`src/rtl/resilient_stage_scheduler_pkg.sv`:
```
// Shared types and helpers for the resilient stage scheduler.
// FSM encoding, index-width helper and saturating increment.
package resilient_stage_scheduler_pkg;

  typedef enum logic [2:0] {
    IDLE,
    ISSUE,
    RTZ_OK,
    RTZ_ERR,
    HANDOFF
  } sched_state_t;

  function automatic int idw(input int n);
    return (n > 1) ? $clog2(n) : 1;
  endfunction

  function automatic logic [31:0] sat_inc(
    input logic [31:0] v,
    input logic [31:0] max_v
  );
    return (v >= max_v) ? max_v : v + 32'd1;
  endfunction

endpackage

```
`src/rtl/resilient_stage_scheduler_if.sv`:
```
// Requester and shared-stage handshake bundle.
// slave is the scheduler side, master the environment side.
interface resilient_stage_scheduler_if
  import resilient_stage_scheduler_pkg::*;
#(
  parameter int N_REQ = 4,
  parameter int CNT_W = 8
);
  localparam int IDW = idw(N_REQ);

  logic [N_REQ-1:0] req;
  logic [N_REQ-1:0] ack;
  logic [IDW-1:0]   grant_id;
  logic             st_req;
  logic             st_ack;
  logic             st_err0;
  logic             st_err1;
  logic             replay;
  logic             fail;
  logic             busy;
  logic [CNT_W-1:0] err_cnt;

  modport master (
    output req,
    output st_ack,
    output st_err0,
    output st_err1,
    input  ack,
    input  grant_id,
    input  st_req,
    input  replay,
    input  fail,
    input  busy,
    input  err_cnt
  );

  modport slave (
    input  req,
    input  st_ack,
    input  st_err0,
    input  st_err1,
    output ack,
    output grant_id,
    output st_req,
    output replay,
    output fail,
    output busy,
    output err_cnt
  );

endinterface

```
`src/rtl/resilient_stage_scheduler_rr_arbiter.sv`:
```
// Combinational round-robin pick: first set request
// at or after the pointer, wrapping around.
module resilient_stage_scheduler_rr_arbiter
  import resilient_stage_scheduler_pkg::*;
#(
  parameter int N_REQ = 4,
  localparam int IDW = idw(N_REQ)
) (
  input  logic [N_REQ-1:0] req,
  input  logic [IDW-1:0]   ptr,
  output logic [IDW-1:0]   idx,
  output logic             valid
);

  always_comb begin
    int j;
    j     = 0;
    idx   = '0;
    valid = 1'b0;
    for (int i = 0; i < N_REQ; i++) begin
      j = int'(ptr) + i;
      if (j >= N_REQ) j = j - N_REQ;
      if (!valid && req[j]) begin
        valid = 1'b1;
        idx   = IDW'(j);
      end
    end
  end

endmodule

```
`src/rtl/resilient_stage_scheduler.sv`:
```
// Shares one error-detecting stage among N_REQ requesters,
// replaying failed transactions and reporting exhaustion.
module resilient_stage_scheduler
  import resilient_stage_scheduler_pkg::*;
#(
  parameter int N_REQ     = 4,
  parameter int RETRY_MAX = 3,
  parameter int TIMEOUT   = 15,
  parameter int CNT_W     = 8
) (
  input logic clk,
  input logic rst,
  resilient_stage_scheduler_if.slave bus
);

  localparam int IDW = idw(N_REQ);
  localparam int RW  = idw(RETRY_MAX + 1);
  localparam int TW  = idw(TIMEOUT + 1);
  localparam logic [31:0] CNT_MAX =
    32'((64'd1 << CNT_W) - 64'd1);

  sched_state_t     state_q, state_n;
  logic [IDW-1:0]   ptr_q, ptr_n;
  logic [IDW-1:0]   gnt_q, gnt_n;
  logic [RW-1:0]    retry_q, retry_n;
  logic [TW-1:0]    tcnt_q, tcnt_n;
  logic             abort_q, abort_n;
  logic [CNT_W-1:0] cnt_q, cnt_n, cnt_inc;
  logic [N_REQ-1:0] ack_q, ack_n;
  logic             fail_q, fail_n;
  logic             replay_q, replay_n;
  logic             st_req_q;
  logic             busy_q;

  logic [IDW-1:0]   pick_idx;
  logic             pick_vld;
  logic             st_err;

  resilient_stage_scheduler_rr_arbiter #(
    .N_REQ (N_REQ)
  ) u_arb (
    .req   (bus.req),
    .ptr   (ptr_q),
    .idx   (pick_idx),
    .valid (pick_vld)
  );

  assign st_err  = bus.st_err0 | bus.st_err1;
  assign cnt_inc =
    CNT_W'(sat_inc(32'(cnt_q), CNT_MAX));

  always_comb begin
    state_n  = state_q;
    ptr_n    = ptr_q;
    gnt_n    = gnt_q;
    retry_n  = retry_q;
    tcnt_n   = tcnt_q;
    abort_n  = abort_q;
    cnt_n    = cnt_q;
    fail_n   = fail_q;
    replay_n = 1'b0;
    ack_n    = '0;
    unique case (state_q)
      IDLE: begin
        if (pick_vld) begin
          gnt_n   = pick_idx;
          retry_n = '0;
          tcnt_n  = '0;
          abort_n = 1'b0;
          fail_n  = 1'b0;
          state_n = ISSUE;
        end
      end
      ISSUE: begin
        tcnt_n = tcnt_q + 1'b1;
        if (bus.st_ack) begin
          if (st_err) begin
            cnt_n   = cnt_inc;
            state_n = RTZ_ERR;
          end else begin
            state_n = RTZ_OK;
          end
        end else if (tcnt_q == TW'(TIMEOUT - 1)) begin
          // Timeout counts as an error and forbids replay.
          cnt_n   = cnt_inc;
          abort_n = 1'b1;
          state_n = RTZ_ERR;
        end
      end
      RTZ_OK: begin
        if (!bus.st_ack) begin
          fail_n  = 1'b0;
          state_n = HANDOFF;
        end
      end
      RTZ_ERR: begin
        if (!bus.st_ack) begin
          if (!abort_q && retry_q < RW'(RETRY_MAX)) begin
            retry_n  = retry_q + 1'b1;
            replay_n = 1'b1;
            tcnt_n   = '0;
            state_n  = ISSUE;
          end else begin
            fail_n  = 1'b1;
            state_n = HANDOFF;
          end
        end
      end
      HANDOFF: begin
        if (!bus.req[gnt_q]) begin
          fail_n  = 1'b0;
          ptr_n   = (gnt_q == IDW'(N_REQ - 1)) ?
                    '0 : gnt_q + 1'b1;
          state_n = IDLE;
        end
      end
      default: state_n = IDLE;
    endcase
    if (state_n == HANDOFF) ack_n[gnt_n] = 1'b1;
  end

  always_ff @(posedge clk or posedge rst) begin
    if (rst) begin
      state_q  <= IDLE;
      ptr_q    <= '0;
      gnt_q    <= '0;
      retry_q  <= '0;
      tcnt_q   <= '0;
      abort_q  <= 1'b0;
      cnt_q    <= '0;
      ack_q    <= '0;
      fail_q   <= 1'b0;
      replay_q <= 1'b0;
      st_req_q <= 1'b0;
      busy_q   <= 1'b0;
    end else begin
      state_q  <= state_n;
      ptr_q    <= ptr_n;
      gnt_q    <= gnt_n;
      retry_q  <= retry_n;
      tcnt_q   <= tcnt_n;
      abort_q  <= abort_n;
      cnt_q    <= cnt_n;
      ack_q    <= ack_n;
      fail_q   <= fail_n;
      replay_q <= replay_n;
      st_req_q <= (state_n == ISSUE);
      busy_q   <= (state_n != IDLE);
    end
  end

  assign bus.ack      = ack_q;
  assign bus.grant_id = gnt_q;
  assign bus.st_req   = st_req_q;
  assign bus.replay   = replay_q;
  assign bus.fail     = fail_q;
  assign bus.busy     = busy_q;
  assign bus.err_cnt  = cnt_q;

endmodule
```
`src/flat_wrapper.sv`:
```
// flat-port wrapper written by rule: the top's interface ports become plain ports
module resilient_stage_scheduler_flat import resilient_stage_scheduler_pkg::*;
#(
  parameter int N_REQ     = 4,
  parameter int RETRY_MAX = 3,
  parameter int TIMEOUT   = 15,
  parameter int CNT_W     = 8
)
  (clk, rst, bus_req, bus_st_ack, bus_st_err0, bus_st_err1, bus_ack, bus_grant_id, bus_st_req, bus_replay, bus_fail, bus_busy, bus_err_cnt);
  resilient_stage_scheduler_if #(.N_REQ(N_REQ), .CNT_W(CNT_W)) bus_i ();
  input logic clk;
  input logic rst;
  input wire logic [$bits(bus_i.req)-1:0] bus_req;
  input wire logic [$bits(bus_i.st_ack)-1:0] bus_st_ack;
  input wire logic [$bits(bus_i.st_err0)-1:0] bus_st_err0;
  input wire logic [$bits(bus_i.st_err1)-1:0] bus_st_err1;
  output wire logic [$bits(bus_i.ack)-1:0] bus_ack;
  output wire logic [$bits(bus_i.grant_id)-1:0] bus_grant_id;
  output wire logic [$bits(bus_i.st_req)-1:0] bus_st_req;
  output wire logic [$bits(bus_i.replay)-1:0] bus_replay;
  output wire logic [$bits(bus_i.fail)-1:0] bus_fail;
  output wire logic [$bits(bus_i.busy)-1:0] bus_busy;
  output wire logic [$bits(bus_i.err_cnt)-1:0] bus_err_cnt;
  assign bus_i.req = bus_req;
  assign bus_i.st_ack = bus_st_ack;
  assign bus_i.st_err0 = bus_st_err0;
  assign bus_i.st_err1 = bus_st_err1;
  assign bus_ack = bus_i.ack;
  assign bus_grant_id = bus_i.grant_id;
  assign bus_st_req = bus_i.st_req;
  assign bus_replay = bus_i.replay;
  assign bus_fail = bus_i.fail;
  assign bus_busy = bus_i.busy;
  assign bus_err_cnt = bus_i.err_cnt;
  resilient_stage_scheduler #(.N_REQ(N_REQ), .RETRY_MAX(RETRY_MAX), .TIMEOUT(TIMEOUT), .CNT_W(CNT_W)) u_core (.clk(clk), .rst(rst), .bus(bus_i));
endmodule
```
`config.mk`:
```
export PLATFORM = sky130hd
export DESIGN_NAME = resilient_stage_scheduler_flat
export DESIGN_NICKNAME = d
export VERILOG_FILES = /design/src/rtl/resilient_stage_scheduler_pkg.sv /design/src/rtl/resilient_stage_scheduler_if.sv /design/src/rtl/resilient_stage_scheduler_rr_arbiter.sv /design/src/rtl/resilient_stage_scheduler.sv /design/src/flat_wrapper.sv
export SDC_FILE = /design/constraint.sdc
export NUM_CORES = 1
export LEC_CHECK = 0
export BUFFER_PORTS_ARGS = -buffer_cell sky130_fd_sc_hd__buf_2
export CAP_MARGIN = 20
export CORE_ASPECT_RATIO = 1.2
export CORE_MARGIN = 10
export CORE_UTILIZATION = 40
export DETAILED_ROUTE_END_ITERATION = 10
export PLACE_DENSITY = 0.65
export SYNTH_ARGS = -nofsm -noshare
export SYNTH_HDL_FRONTEND = slang
export SYNTH_SLANG_ARGS = --single-unit
```
`constraint.sdc`:
```
create_clock -name clk -period 1.7 [get_ports clk]
set_input_delay 0.17 -clock clk [delete_from_list [all_inputs] [get_ports clk]]
set_output_delay 0.17 -clock clk [all_outputs]
set_load 0.02 [all_outputs]
```
Word level (Yosys, flattened, before mapping)
Cells that the tools add are included.
Word-level totals
  flip-flop bits (word level): 30
  output and inout port bits: 18
  logic and storage cells: 142
Operators by class
  $add $sub $neg: 11
  order comparisons: 13
  eq/ne operators: 17
  multiplexer cells: 65
  bitwise logic cells: 2
  reductions and logical operators: 22
Operator list (count)
  32-bit by 4-bit less-than comparator with 1-bit output, second input constant: 4
  32-bit 2-to-1 mux: 4
  8-bit 2-to-1 mux: 4
  1-bit 2-to-1 mux: 25
  3-bit 2-to-1 mux: 7
  2-bit 2-to-1 mux: 10
  4-bit 2-to-1 mux: 4
  3-bit case mux with 5 select lines: 1
  4-bit case mux with 3 select lines: 1
  4-bit AND reduction: 3
  3-bit by 3-bit subtractor with 4-bit output, second input constant: 3
  1-bit binary-select mux with 2-bit select: 5
  2-bit != test, second input constant: 5
  3-bit >= comparator, second input constant: 3
  8-bit by 1-bit adder with 8-bit output, second input constant: 1
  8-bit >= comparator, second input constant: 1
  2-bit by 1-bit != test with 1-bit output, second input constant: 4
  2-bit by 2-bit adder with 3-bit output, second input constant: 2
  3-bit by 1-bit == test with 1-bit output, second input constant: 2
  3-bit by 2-bit == test with 1-bit output, second input constant: 2
  3-bit == test, second input constant: 2
  2-bit by 3-bit less-than comparator with 1-bit output, second input constant: 2
  6-bit AND reduction: 1
  2-bit nonzero test: 3
  22 further kinds: 31

Depth between registers and ports, before layout
Gate-level depths: netlist (run 1).
  depth in word-level cells: 22
  gate-level depth with buffers: 6
  mapped depth without buffers: 6

By module
A second synthesis (run 1) with hierarchy kept.
Unflattened totals
  cell total of the unflattened synthesis: 153
  area total of the unflattened synthesis: 1557.7 um2
Modules (own cells, without submodules)
  resilient_stage_scheduler: times used 1, cells each 138, area an instance 1480.2 um2
  resilient_stage_scheduler_rr_arbiter: times used 1, cells each 15, area an instance 77.6 um2

Worst setup path after synthesis (run 1)
OpenSTA, ideal clock, no wires.
  path kind: reg-to-reg
  start: register u_core.gnt_q[0] (netlist: u_core.bus.grant_id[0])
  end: register u_core.ack_q[3] (netlist: u_core.bus.ack[3])
  setup time: 0.120 ns
  arrival: 1.684 ns
  required time: 1.580 ns
  slack: -0.104 ns
  cell stages (with the launch flop): 5
  buffers on the path: 0
  clock period less this slack: 1.804 ns
  cell sequence: dfrtp_1 -> mux4_1 -> nand3_1 -> nor2b_1 -> and3b_1
On the way
  cells in the longest elaborated chain, start to end: 7
RTL lines
  start, declared: RTL line resilient_stage_scheduler.sv:24  | logic [IDW-1:0] gnt_q, gnt_n;
  start signal, assigned: RTL line resilient_stage_scheduler.sv:139  | gnt_q <= gnt_n;
  2-bit 2-to-1 mux: RTL line resilient_stage_scheduler.sv:65  | if (pick_vld) begin
  2-bit 2-to-1 mux: RTL line resilient_stage_scheduler.sv:63  | unique case (state_q)
  2-bit by 3-bit less-than comparator with 1-bit output (not written as such) or 2-bit by 1-bit >= comparator with 1-bit output (tied branches): RTL line resilient_stage_scheduler.sv:119  | if (state_n == HANDOFF) ack_n[gnt_n] = 1'b1;
  1-bit logical AND (not written as such): RTL line resilient_stage_scheduler.sv:119
  1-bit 2-to-1 mux (not written as such): RTL line resilient_stage_scheduler.sv:119
  1-bit demux with 2-bit select
  4-bit 2-to-1 mux (*): RTL line resilient_stage_scheduler.sv:119
  named net u_core.ack_n[3]: RTL line resilient_stage_scheduler.sv:29  | logic [N_REQ-1:0] ack_q, ack_n;
  end signal, assigned: RTL line resilient_stage_scheduler.sv:144  | ack_q <= ack_n;
  end, declared: RTL line resilient_stage_scheduler.sv:29
Mark *: on every way through the listed nets, which the timed path passes. The rest lies on a longest branch. The select of a mux whose other input is x is not followed.
A chain may end at the register's enable or synchronous reset.

Worst setup path after layout (run 1)
  start: register u_core.retry_q[0]
  end: register u_core.st_req_q (netlist: u_core.bus.st_req)
On the way
  cells in the longest elaborated chain, start to end: 6
RTL lines
  start, declared: RTL line resilient_stage_scheduler.sv:25  | logic [RW-1:0] retry_q, retry_n;
  start signal, assigned: RTL line resilient_stage_scheduler.sv:140  | retry_q <= retry_n;
  2-bit less-than comparator: RTL line resilient_stage_scheduler.sv:98  | if (!abort_q && retry_q < RW'(RETRY_MAX)) begin
  1-bit logical AND: RTL line resilient_stage_scheduler.sv:98
  3-bit 2-to-1 mux: RTL line resilient_stage_scheduler.sv:98
  3-bit 2-to-1 mux: RTL line resilient_stage_scheduler.sv:97  | if (!bus.st_ack) begin
  3-bit case mux with 5 select lines: RTL line resilient_stage_scheduler.sv:63
  3-bit by 1-bit == test with 1-bit output: RTL line resilient_stage_scheduler.sv:147  | st_req_q <= (state_n == ISSUE);
  end signal, assigned: RTL line resilient_stage_scheduler.sv:147
  end, declared: RTL line resilient_stage_scheduler.sv:32  | logic st_req_q;
No other way between the ends.

==> flow_summary.toml, run 1 <==
[status]
status = "finished with violations"
failed_checks = "setup timing"

[placed_design]
place.gp.congestion = 0.8423
place.detailed.hpwl_um = 2824
dpl_cell_area_sq_um = 2006
place.port_buffers = 26
place_inst = 252

[route]
vias_per_cell = 5.268
ant_nets = 0
remaining_drc_errors = 0
wl_per_cell_um = 15.13
via_count = 1396
routed_wirelength_um = 4009
firstDrtPassIters = 4
drt_iter0_drc = 84

[setup_path]
r2r-end = "u_core.bus.st_req"
crit_start = "u_core.retry_q[0]"
path_cells = "ha_1 > nor3_1 > a22o_4 > a211oi_1 > buf_4 > nor3b_1"
worstPathArrival_ps = 1900
cpPeakStageDelay_ps = 390
cpMaxStageDelayCell = "dfrtp_1"
r2r_setup_slack_ps = -2
end_kind = "flop"
r2r_cells = 6
r2r-start = "u_core.retry_q[0]"
worst-endpoint-required_ps = 1900
cp_max_fo = 3
startpoint_type = "flop"
worst-setup-path-type = "reg2reg"

[synthesis]
netlist_area_sq_um = 1620
synth_edf_count = 0
syn_nets = 167
synth_ff_type = "dfrtp_1"
ys_types = 47
synthTopCellsByArea = "dfrtp_1 (46%), ha_1 (3.9%), mux2_2 (3.5%)"
syn_area_per_cell_sq_um = 10.59
synth.top_cell.area_share_pct = 46.33
syn_inst = 153
async_flop_share_pct = 100.0
yosys.area.top_type = "dfrtp_1"
ys_seq_area_share_pct = 46.33
synth_seq_cells = 30
ys_warn_count = 0

[min_path]
whs_endpoint = "u_core.tcnt_q[3]"
min_path_cells = 4
hp-class = "in2reg"
min_from = "bus_req[0]"

[layout]
fin_util_pct = 57.37
fin_cells = 265
design_area_sq_um = 2261
antennaDiodeCount = 0
fill_cells = 364
fin_nets = 224
drive_above_1_share_pct = 42.65
final_common_cell = "dfrtp_1"
multi_input_area_sq_um = 907.1
layout_common_cells = "dfrtp_1 (28), buf_2 (26), buf_4 (23), nand2_1 (10), inv_1 (7)"
seqCellArea_sq_um = 753.2
syn_to_final_growth_pct = 39.54

[clock_network]
cts_tree = "yes"
clkTransAtPathRegs_ps = 70
clockBufferDepth = 2
clock_latency_ps = 280
clock-sinks = 30
numCtsBuffers = 5
root_buffer = "clkbuf_8"
htreeDepth = 2

[floorplan]
start_util_pct = 41.11
core_area_sq_um = 3941
dieArea_sq_um = 7007
die_w_um = 78.10
rows = 25
die_h_um = 89.72
ioPinCount = 27

[sta]
rsz0062_at_grt = "yes"
hold_viol_final = 0
max-slew-margin-rel_pct = 74.43
min_period_ps = 1702
skew_ps = 5.499
final_max_slew_viol_count = 0
worst_slew_pin_slew_ps = 383.6
finalSetupViolCount = 1
period_share_pct = 100.1
worst_slack_ps = -1.558
fmax_mhz = 587.7

[global_routing]
grt_util_all_layers_pct = 10.94
antenna_found_initial = 0
grt_max_degree = 31
grt_overflow = 0
first_global_vias = 1346
grt_pass1_wl_um = 6389

[pwr]
vdd_drop_max_mv = 0.9299
p_leak_nw = 1.072
power_density_nw_per_um2 = 1688

[run]
max_cap_viol_count = 0
-- stage by stage --
step                TNS [ps]  hold WS [ps]  total power [mW]  setup slack, ps
finish                -1.558         325.5             3.816           -1.558
global route          -672.2         335.8             4.094           -132.8
detailed placement    -112.6         267.3             2.757           -43.80
floorplan                  0         260.7             2.125            18.63
global placement      -22.86         257.9             2.703           -22.86
CTS                        0         356.7             3.696            4.909
-- cells by family after synthesis --
family                   after synthesis  share of synthesized area (%)
multiplexers                           7                          5.714
adder cells (fa/ha/maj)                5                          3.861
buffers and inverters                 10                          2.471
AND/OR/NAND/NOR                       63                          25.25
AO/OA/AOI/OAI                         36                          15.29
XOR/XNOR                               2                          1.081
flip-flops                            30                          46.33
-- cells in the mapped netlist (2+ instances only) --
| library cell | count |
|---|---|
| nand4_1 | 3 |
| nor4_1 | 2 |
| nor3_4 | 2 |
| and3b_1 | 2 |
| a2111oi_0 | 2 |
| o21ai_0 | 9 |
| and3_1 | 3 |
| nand2b_1 | 6 |
| nor3_1 | 3 |
| ha_1 | 5 |
| a22o_1 | 2 |
| dfrtp_1 | 30 |
| nand3_1 | 6 |
| nor2_1 | 6 |
| nand3b_1 | 2 |
| or2b_1 | 2 |
| buf_2 | 2 |
| nand2_1 | 10 |
| a21oi_1 | 7 |
| nor3b_1 | 5 |
| inv_1 | 7 |
| nor2b_1 | 2 |
| a22oi_1 | 2 |
| mux2_2 | 5 |
| xnor2_1 | 2 |
| or4_1 | 2 |
| a31oi_1 | 2 |
| o31ai_1 | 3 |
-- worst max-delay path, delay by kind of cell (launching register included) --
| kind | cells | cell delay (ps) |
|---|---|---|
| AO/OA/AOI/OAI | 2 | 280 |
| AND/OR/NAND/NOR | 2 | 550 |
| adder cells (fa/ha/maj) | 1 | 240 |
| flip-flops | 1 | 390 |
| buffers and inverters | 1 | 150 |
-- timing repair --
action / 4_1_cts / 5_1_grt
hold buffers: 1 / 0
pin swaps: 3 / 9
endpoints found under the hold margin: 30 / 0
gates resized for setup: 3 / 17
setup buffers: 1 / 3
gates cloned: 0 / 0
endpoints found under the setup margin: 5 / 15
-- power by group --
group          switching [mW]  total [mW]  internal (mW)
combinational           0.893        1.72          0.826
clock                   0.273       0.898          0.625
sequential              0.242        1.20          0.957
total                    1.41        3.82           2.41
-- how the worst max path moves through the flow --
stage                            end
2_1_floorplan  u_core.bus.err_cnt[4]
3_3_place_gp         u_core.bus.busy
3_5_place_dp   u_core.bus.err_cnt[5]
4_1_cts             u_core.tcnt_q[3]
5_1_grt            u_core.bus.ack[2]
6_report           u_core.bus.st_req
-- flip-flops by register name, indices dropped and copies added (netlist names) --
| register | cells |
|---|---|
| u_core.retry_q | 2 |
| u_core.bus.replay | 1 |
| u_core.bus.grant_id | 2 |
| u_core.tcnt_q | 4 |
| u_core.bus.st_req | 1 |
| u_core.bus.busy | 1 |
| u_core.bus.ack | 4 |
| u_core.ptr_q | 2 |
| u_core.state_q | 3 |
| u_core.bus.fail | 1 |
| u_core.abort_q | 1 |
| u_core.bus.err_cnt | 8 |
-- metal layers --
| metal | part of all wire (%) | global-route usage [%] |
|---|---|---|
| met1 | 42 | 12.81 |
| met2 | 51 | 17.03 |
| met3 | 6.4 | 5.677 |
| met4 | 1.0 | 2.994 |
| met5 | 0 | 0 |
-- area by class of cell --
cell class,count,share of cell area (%)
multi-input cells,113,40.12
flip-flops and latches,30,33.31
repair buffers,53,16.10
clock buffers,6,3.652
well taps,54,2.988
clock inverters,2,2.656
inverters,7,1.162
(Power assumes the default switching activity.)
==> run 2: changes to the inputs <==
--- a/config.mk
+++ b/config.mk
@@ -12,6 +12,7 @@
 export CORE_UTILIZATION = 40
 export DETAILED_ROUTE_END_ITERATION = 10
 export PLACE_DENSITY = 0.65
+export SETUP_SLACK_MARGIN = 0.1
 export SYNTH_ARGS = -nofsm -noshare
 export SYNTH_HDL_FRONTEND = slang
 export SYNTH_SLANG_ARGS = --single-unit
==> run 2 against run 1 <==
  * The run now ends clean
  * Utilization up 2.0 points
  * Clock-buffer cell count unchanged
  * Worst setup slack better by 64 ps
  * Fmax up 3.9%
  * Sequential power about the same
  * Non-clock buffer count up 8
  * Global-route usage up 0.52 points
  * Critical endpoint is now u_core.tcnt_q[3]
  * Largest power group unchanged
==> flow_summary.toml, run 2 (synthesized netlist as in run 1, its figures left out) <==
[global_routing]
grt_util_all_layers_pct = 11.46
grt_overflow = 0
grt_pass1_wl_um = 6686
grt_max_degree = 31
first_global_vias = 1538
antenna_found_initial = 0

[floorplan]
start_util_pct = 41.11
dieArea_sq_um = 7007
core_area_sq_um = 3941
die_w_um = 78.10
die_h_um = 89.72
rows = 25
ioPinCount = 27

[pwr]
p_leak_nw = 1.084
p_total_mw = 3.709
vdd_drop_max_mv = 0.7727
power_density_nw_per_um2 = 1586

[min_path]
min_from = "bus_req[0]"
whs_endpoint = "u_core.tcnt_q[3]"
hp-class = "in2reg"
min_path_cells = 4

[layout]
antennaDiodeCount = 0
final_common_cell = "buf_4"
syn_to_final_growth_pct = 44.32
fin_nets = 232
layout_common_cells = "buf_4 (33), dfrtp_1 (27), buf_2 (26), nand2_1 (10)"
fill_cells = 347
largest_register_ffs = 8
drive_above_1_share_pct = 50.23

[route]
via_count = 1477
routed_wirelength_um = 4150
ant_nets = 0
firstDrtPassIters = 4
vias_per_cell = 5.410
wl_per_cell_um = 15.20
remaining_drc_errors = 0
drt_iter0_drc = 58

[clock_network]
clockBufferDepth = 2
clkTransAtPathRegs_ps = 60
htreeDepth = 2
clock-sinks = 30
clock_latency_ps = 280
cts_tree = "yes"
numCtsBuffers = 5
root_buffer = "clkbuf_8"

[sta]
min_period_ps = 1637
skew_ps = 4.351
max-slew-margin-rel_pct = 75.12
finalSetupViolCount = 0
fmax_mhz = 610.8
holdWs_ps = 340.4
hold_viol_final = 0
final_max_slew_viol_count = 0
period_share_pct = 96.31
rsz0062_at_grt = "yes"
worst_slew_pin_slew_ps = 370.4

[setup_path]
r2r_setup_slack_ps = 60
path_cells = "buf_4 > buf_4 > o31ai_2 > a22oi_2 > or4_1 > a21oi_2"
end_kind = "flop"
crit_buf_inv = 2
cpMaxStageDelayCell = "or4_1"
worst-setup-path-type = "reg2reg"
cpMostUsedCell = "buf_4"
startpoint_type = "flop"
worstPathArrival_ps = 1850
cpPeakStageDelay_ps = 550
r2r-end = "u_core.tcnt_q[3]"
worst-endpoint-required_ps = 1910
r2r-start = "u_core.state_q[1]"
crit_family = "simple AND/OR/NAND/NOR gates"
cp_max_fo = 6
r2r_cells = 6

[placed_design]
place.port_buffers = 26
place.gp.congestion = 0.7972
place.detailed.hpwl_um = 2947

[run]
max_cap_viol_count = 0

[status]
status = "finished, final reports clean"
[run 2: cell count changes in the layout (fill, tap and decap cells not counted), sizes merged]
cell and change:
inv -1, buf +8, clkinv +2, clkinvlp +1, bufinv -2
[run 2: stage by stage]
step / TNS, ps / worst slack [ps] / util [%] / std cells / cell area, sq um
floorplan: 0 / 26.80 / - / 153 / 1633
global route: -9.805 / -9.805 / 59.33 / 273 / 2338
CTS: 0 / 57.13 / 55.75 / 269 / 2197
finish: 0 / 62.71 / 59.33 / 273 / 2338
global placement: -156.3 / -75.11 / 50.98 / 256 / 2009
detailed placement: -151.6 / -59.77 / 50.98 / 256 / 2009
[run 2: routing by layer]
layer	part of all wire, %	GRT usage, %	vias up	wire length [um]
met4	1.3	5.689	0	56
met3	5.3	4.482	7	219
li1	-	-	707	-
met2	51	19.09	44	2135
met1	42	12.20	719	1738
met5	0	0	-	0
[run 2: timing repair]
item / in CTS / in global routing
pin swaps: 6 / 6
gates resized for setup: 16 / 23
hold buffers: 1 / 0
setup endpoints to repair: 19 / 19
buffers inserted: 4 / 4
endpoints found under the hold margin: 30 / 0
[run 2: power by group]
group          leakage (nW)  switching [mW]  internal, mW
registers             0.382           0.266         0.958
clock network        0.0450           0.258         0.283
logic                 0.656            1.00         0.941
total                  1.08            1.53          2.18
[run 2: final cells by class]
type	count	area, sq um	area share, %
Multi-Input combinational cell	113	1005	42.96
Clock inverter	2	10.01	0.4280
Timing Repair Buffer	61	399.1	17.07
Tap cell	54	67.56	2.889
Inverter	7	30.03	1.284
Sequential cell	30	754.5	32.26
Clock buffer	6	72.57	3.103
[run 2: how the worst max path moves through the flow]
stage | startpoint | to | slack, ps | cells past startpoint
detailed placement | bus_req[0] | u_core.bus.busy | -60 | 6
floorplan | u_core.state_q[1] | u_core.bus.err_cnt[4] | 30 | 5
finish | u_core.state_q[1] | u_core.tcnt_q[3] | 60 | 6
global placement | bus_req[0] | u_core.bus.busy | -80 | 6
global route | u_core.state_q[1] | u_core.bus.err_cnt[6] | -10 | 4
CTS | u_core.state_q[0] | u_core.bus.err_cnt[6] | 60 | 4
[run 2: worst reg2reg max path: stages, from the launching register on]
cell and delay (ps):
dfrtp_2 440, buf_4 150, buf_4 150, o31ai_2 60
a22oi_2 90, or4_1 550, a21oi_2 130
==> run 3: changes to the inputs <==
--- a/config.mk
+++ b/config.mk
@@ -6,12 +6,12 @@
 export NUM_CORES = 1
 export LEC_CHECK = 0
 export BUFFER_PORTS_ARGS = -buffer_cell sky130_fd_sc_hd__buf_2
-export CAP_MARGIN = 20
 export CORE_ASPECT_RATIO = 1.2
 export CORE_MARGIN = 10
-export CORE_UTILIZATION = 40
+export CORE_UTILIZATION = 50
 export DETAILED_ROUTE_END_ITERATION = 10
-export PLACE_DENSITY = 0.65
+export GPL_TIMING_DRIVEN = 0
+export PLACE_DENSITY = 0.78
 export SETUP_SLACK_MARGIN = 0.1
 export SYNTH_ARGS = -nofsm -noshare
 export SYNTH_HDL_FRONTEND = slang
==> run 3 against run 2 <==
  * The flow now finishes with violations (setup timing)
  * Non-clock buffer count down 5
  * Sequential share of layout area up 0.28 points
  * Clock-buffer cell count unchanged
  * Fmax down 5.9%
  * Utilization up 16 points
  * Critical endpoint is now u_core.bus.ack[2]
  * Highest routed layer unchanged
==> flow_summary.toml, run 3 (synthesized netlist as in run 1, its figures left out) <==
[clock_network]
numCtsBuffers = 5
clock-sinks = 30
clkTransAtPathRegs_ps = 100
clock_latency_ps = 340
root_buffer = "clkbuf_4"
clockBufferDepth = 2
htreeDepth = 2
cts_tree = "yes"

[floorplan]
die_w_um = 71.97
die_h_um = 82.36
core_area_sq_um = 3083
dieArea_sq_um = 5927
rows = 22
ioPinCount = 27
start_util_pct = 52.56

[sta]
min_period_ps = 1739
tns_ps = -113.4
holdWs_ps = 92.87
skew_ps = 15.69
finalSetupViolCount = 5
hold_viol_final = 0
worst_slack_ps = -39.14
final_max_slew_viol_count = 0
fmax_mhz = 575.0
max-slew-margin-rel_pct = 25.29
rsz0062_at_grt = "yes"
worst_slew_pin_slew_ps = 1119
period_share_pct = 102.3

[global_routing]
grt_overflow = 0
grt_util_all_layers_pct = 14.88
grt_pass1_wl_um = 7010
grt_max_degree = 31
first_global_vias = 1510
antenna_found_initial = 0

[layout]
fin_nets = 227
antennaDiodeCount = 0
drive_above_1_share_pct = 50.93
design_area_sq_um = 2318
layout_common_cells = "dfrtp_1 (27), buf_2 (26), buf_4 (22), nand2_1 (9)"
largest_register_ffs = 8
final_common_cell = "dfrtp_1"
syn_to_final_growth_pct = 43.09

[placed_design]
place.detailed.hpwl_um = 2656
place.port_buffers = 26
dpl_cell_area_sq_um = 1808
place.gp.congestion = 0.8693
pre_cts_slack_ps = -187.7

[pwr]
p_leak_nw = 1.066
vdd_drop_max_mv = 1.492
p_total_mw = 3.798
power_density_nw_per_um2 = 1638

[setup_path]
r2r-start = "u_core.state_q[0]"
r2r_setup_slack_ps = -40
crit_family = "simple AND/OR/NAND/NOR gates"
startpoint_type = "flop"
cpPeakStageDelay_ps = 400
end_kind = "flop"
crit_buf_inv = 3
worst-setup-path-type = "reg2reg"
r2r-end = "u_core.bus.ack[2]"
path_cells = "buf_6 > buf_12 > or3_4 > o21ai_4 > o41ai_4 > buf_4 > nor3b_2"
r2r_cells = 7
worstPathArrival_ps = 2010
cp_max_fo = 6
worst-endpoint-required_ps = 1970
cpMaxStageDelayCell = "or3_4"

[status]
status = "finished with violations"
failed_checks = "setup timing"

[route]
via_count = 1506
firstDrtPassIters = 4
remaining_drc_errors = 0
ant_nets = 0
routed_wirelength_um = 4560
drt_iter0_drc = 88
wl_per_cell_um = 18.24
vias_per_cell = 6.024

[min_path]
hp-class = "in2async"

[run]
max_cap_viol_count = 0
## run 3: cell types whose count changed in the layout (fill, tap and decap cells not counted), moves of 3 or more
| cell | delta |
|---|---|
| clkbuf_4 | +5 |
| buf_4 | -11 |
| clkbuf_8 | -4 |
| o21ai_0 | -3 |
| buf_6 | +5 |
| o21ai_1 | +3 |
## run 3: layout make-up
cell class | instances | area, sq um
Multi-Input combinational cell | 113 | 1042
Sequential cell | 30 | 754.5
Inverter | 7 | 26.28
Tap cell | 36 | 45.04
Clock buffer | 6 | 51.30
Timing Repair Buffer | 53 | 360.3
Buffer | 3 | 26.28
Clock inverter | 2 | 12.51
Fill cell | 184 | 764.5
## run 3: metrics by stage
stage,util [%],cells
after global routing,75.20,250
after global placement,58.64,215
after CTS,68.83,237
after detailed placement,58.64,215
after floorplan,-,153
final,75.20,250
## run 3: worst reg2reg max path: stages (launching register included)
cell	delay [ps]
dfrtp_1	390
buf_6	140
buf_12	120
or3_4	400
o21ai_4	180
o41ai_4	120
buf_4	170
nor3b_2	140
## run 3: worst max-delay path by stage
stage | depth (start not counted) | slack (ps) | start | end
detailed placement | 5 | -190 | u_core.retry_q[0] | u_core.bus.fail
global route | 6 | -110 | u_core.state_q[1] | u_core.bus.err_cnt[4]
global placement | 5 | -120 | bus_req[0] | u_core.bus.busy
CTS | 6 | -70 | u_core.state_q[1] | u_core.bus.err_cnt[4]
finish | 7 | -40 | u_core.state_q[0] | u_core.bus.ack[2]
floorplan | 5 | 30 | u_core.state_q[1] | u_core.bus.err_cnt[4]
## run 3: report_power, final
| part | total [mW] | internal [mW] | switching, mW | leakage, nW |
|---|---|---|---|---|
| clock network | 0.454 | 0.198 | 0.255 | 0.0343 |
| logic | 2.12 | 1.04 | 1.08 | 0.650 |
| registers | 1.22 | 0.955 | 0.270 | 0.381 |
## run 3: routing by layer
| metal | vias up | GRT usage (%) | part of all wire [%] |
|---|---|---|---|
| li1 | 693 | - | - |
| met1 | 748 | 15.03 | 36 |
| met2 | 51 | 26.68 | 55 |
| met3 | 14 | 5.012 | 5.8 |
| met4 | 0 | 7.946 | 3.1 |
| met5 | - | 0 | 0 |
## run 3: timing repair
item / CTS / global route
hold buffers: 0 / 0
pin swaps: 10 / 11
gates resized for setup: 32 / 21
buffers inserted: 14 / 13
endpoints found under the setup margin: 22 / 23
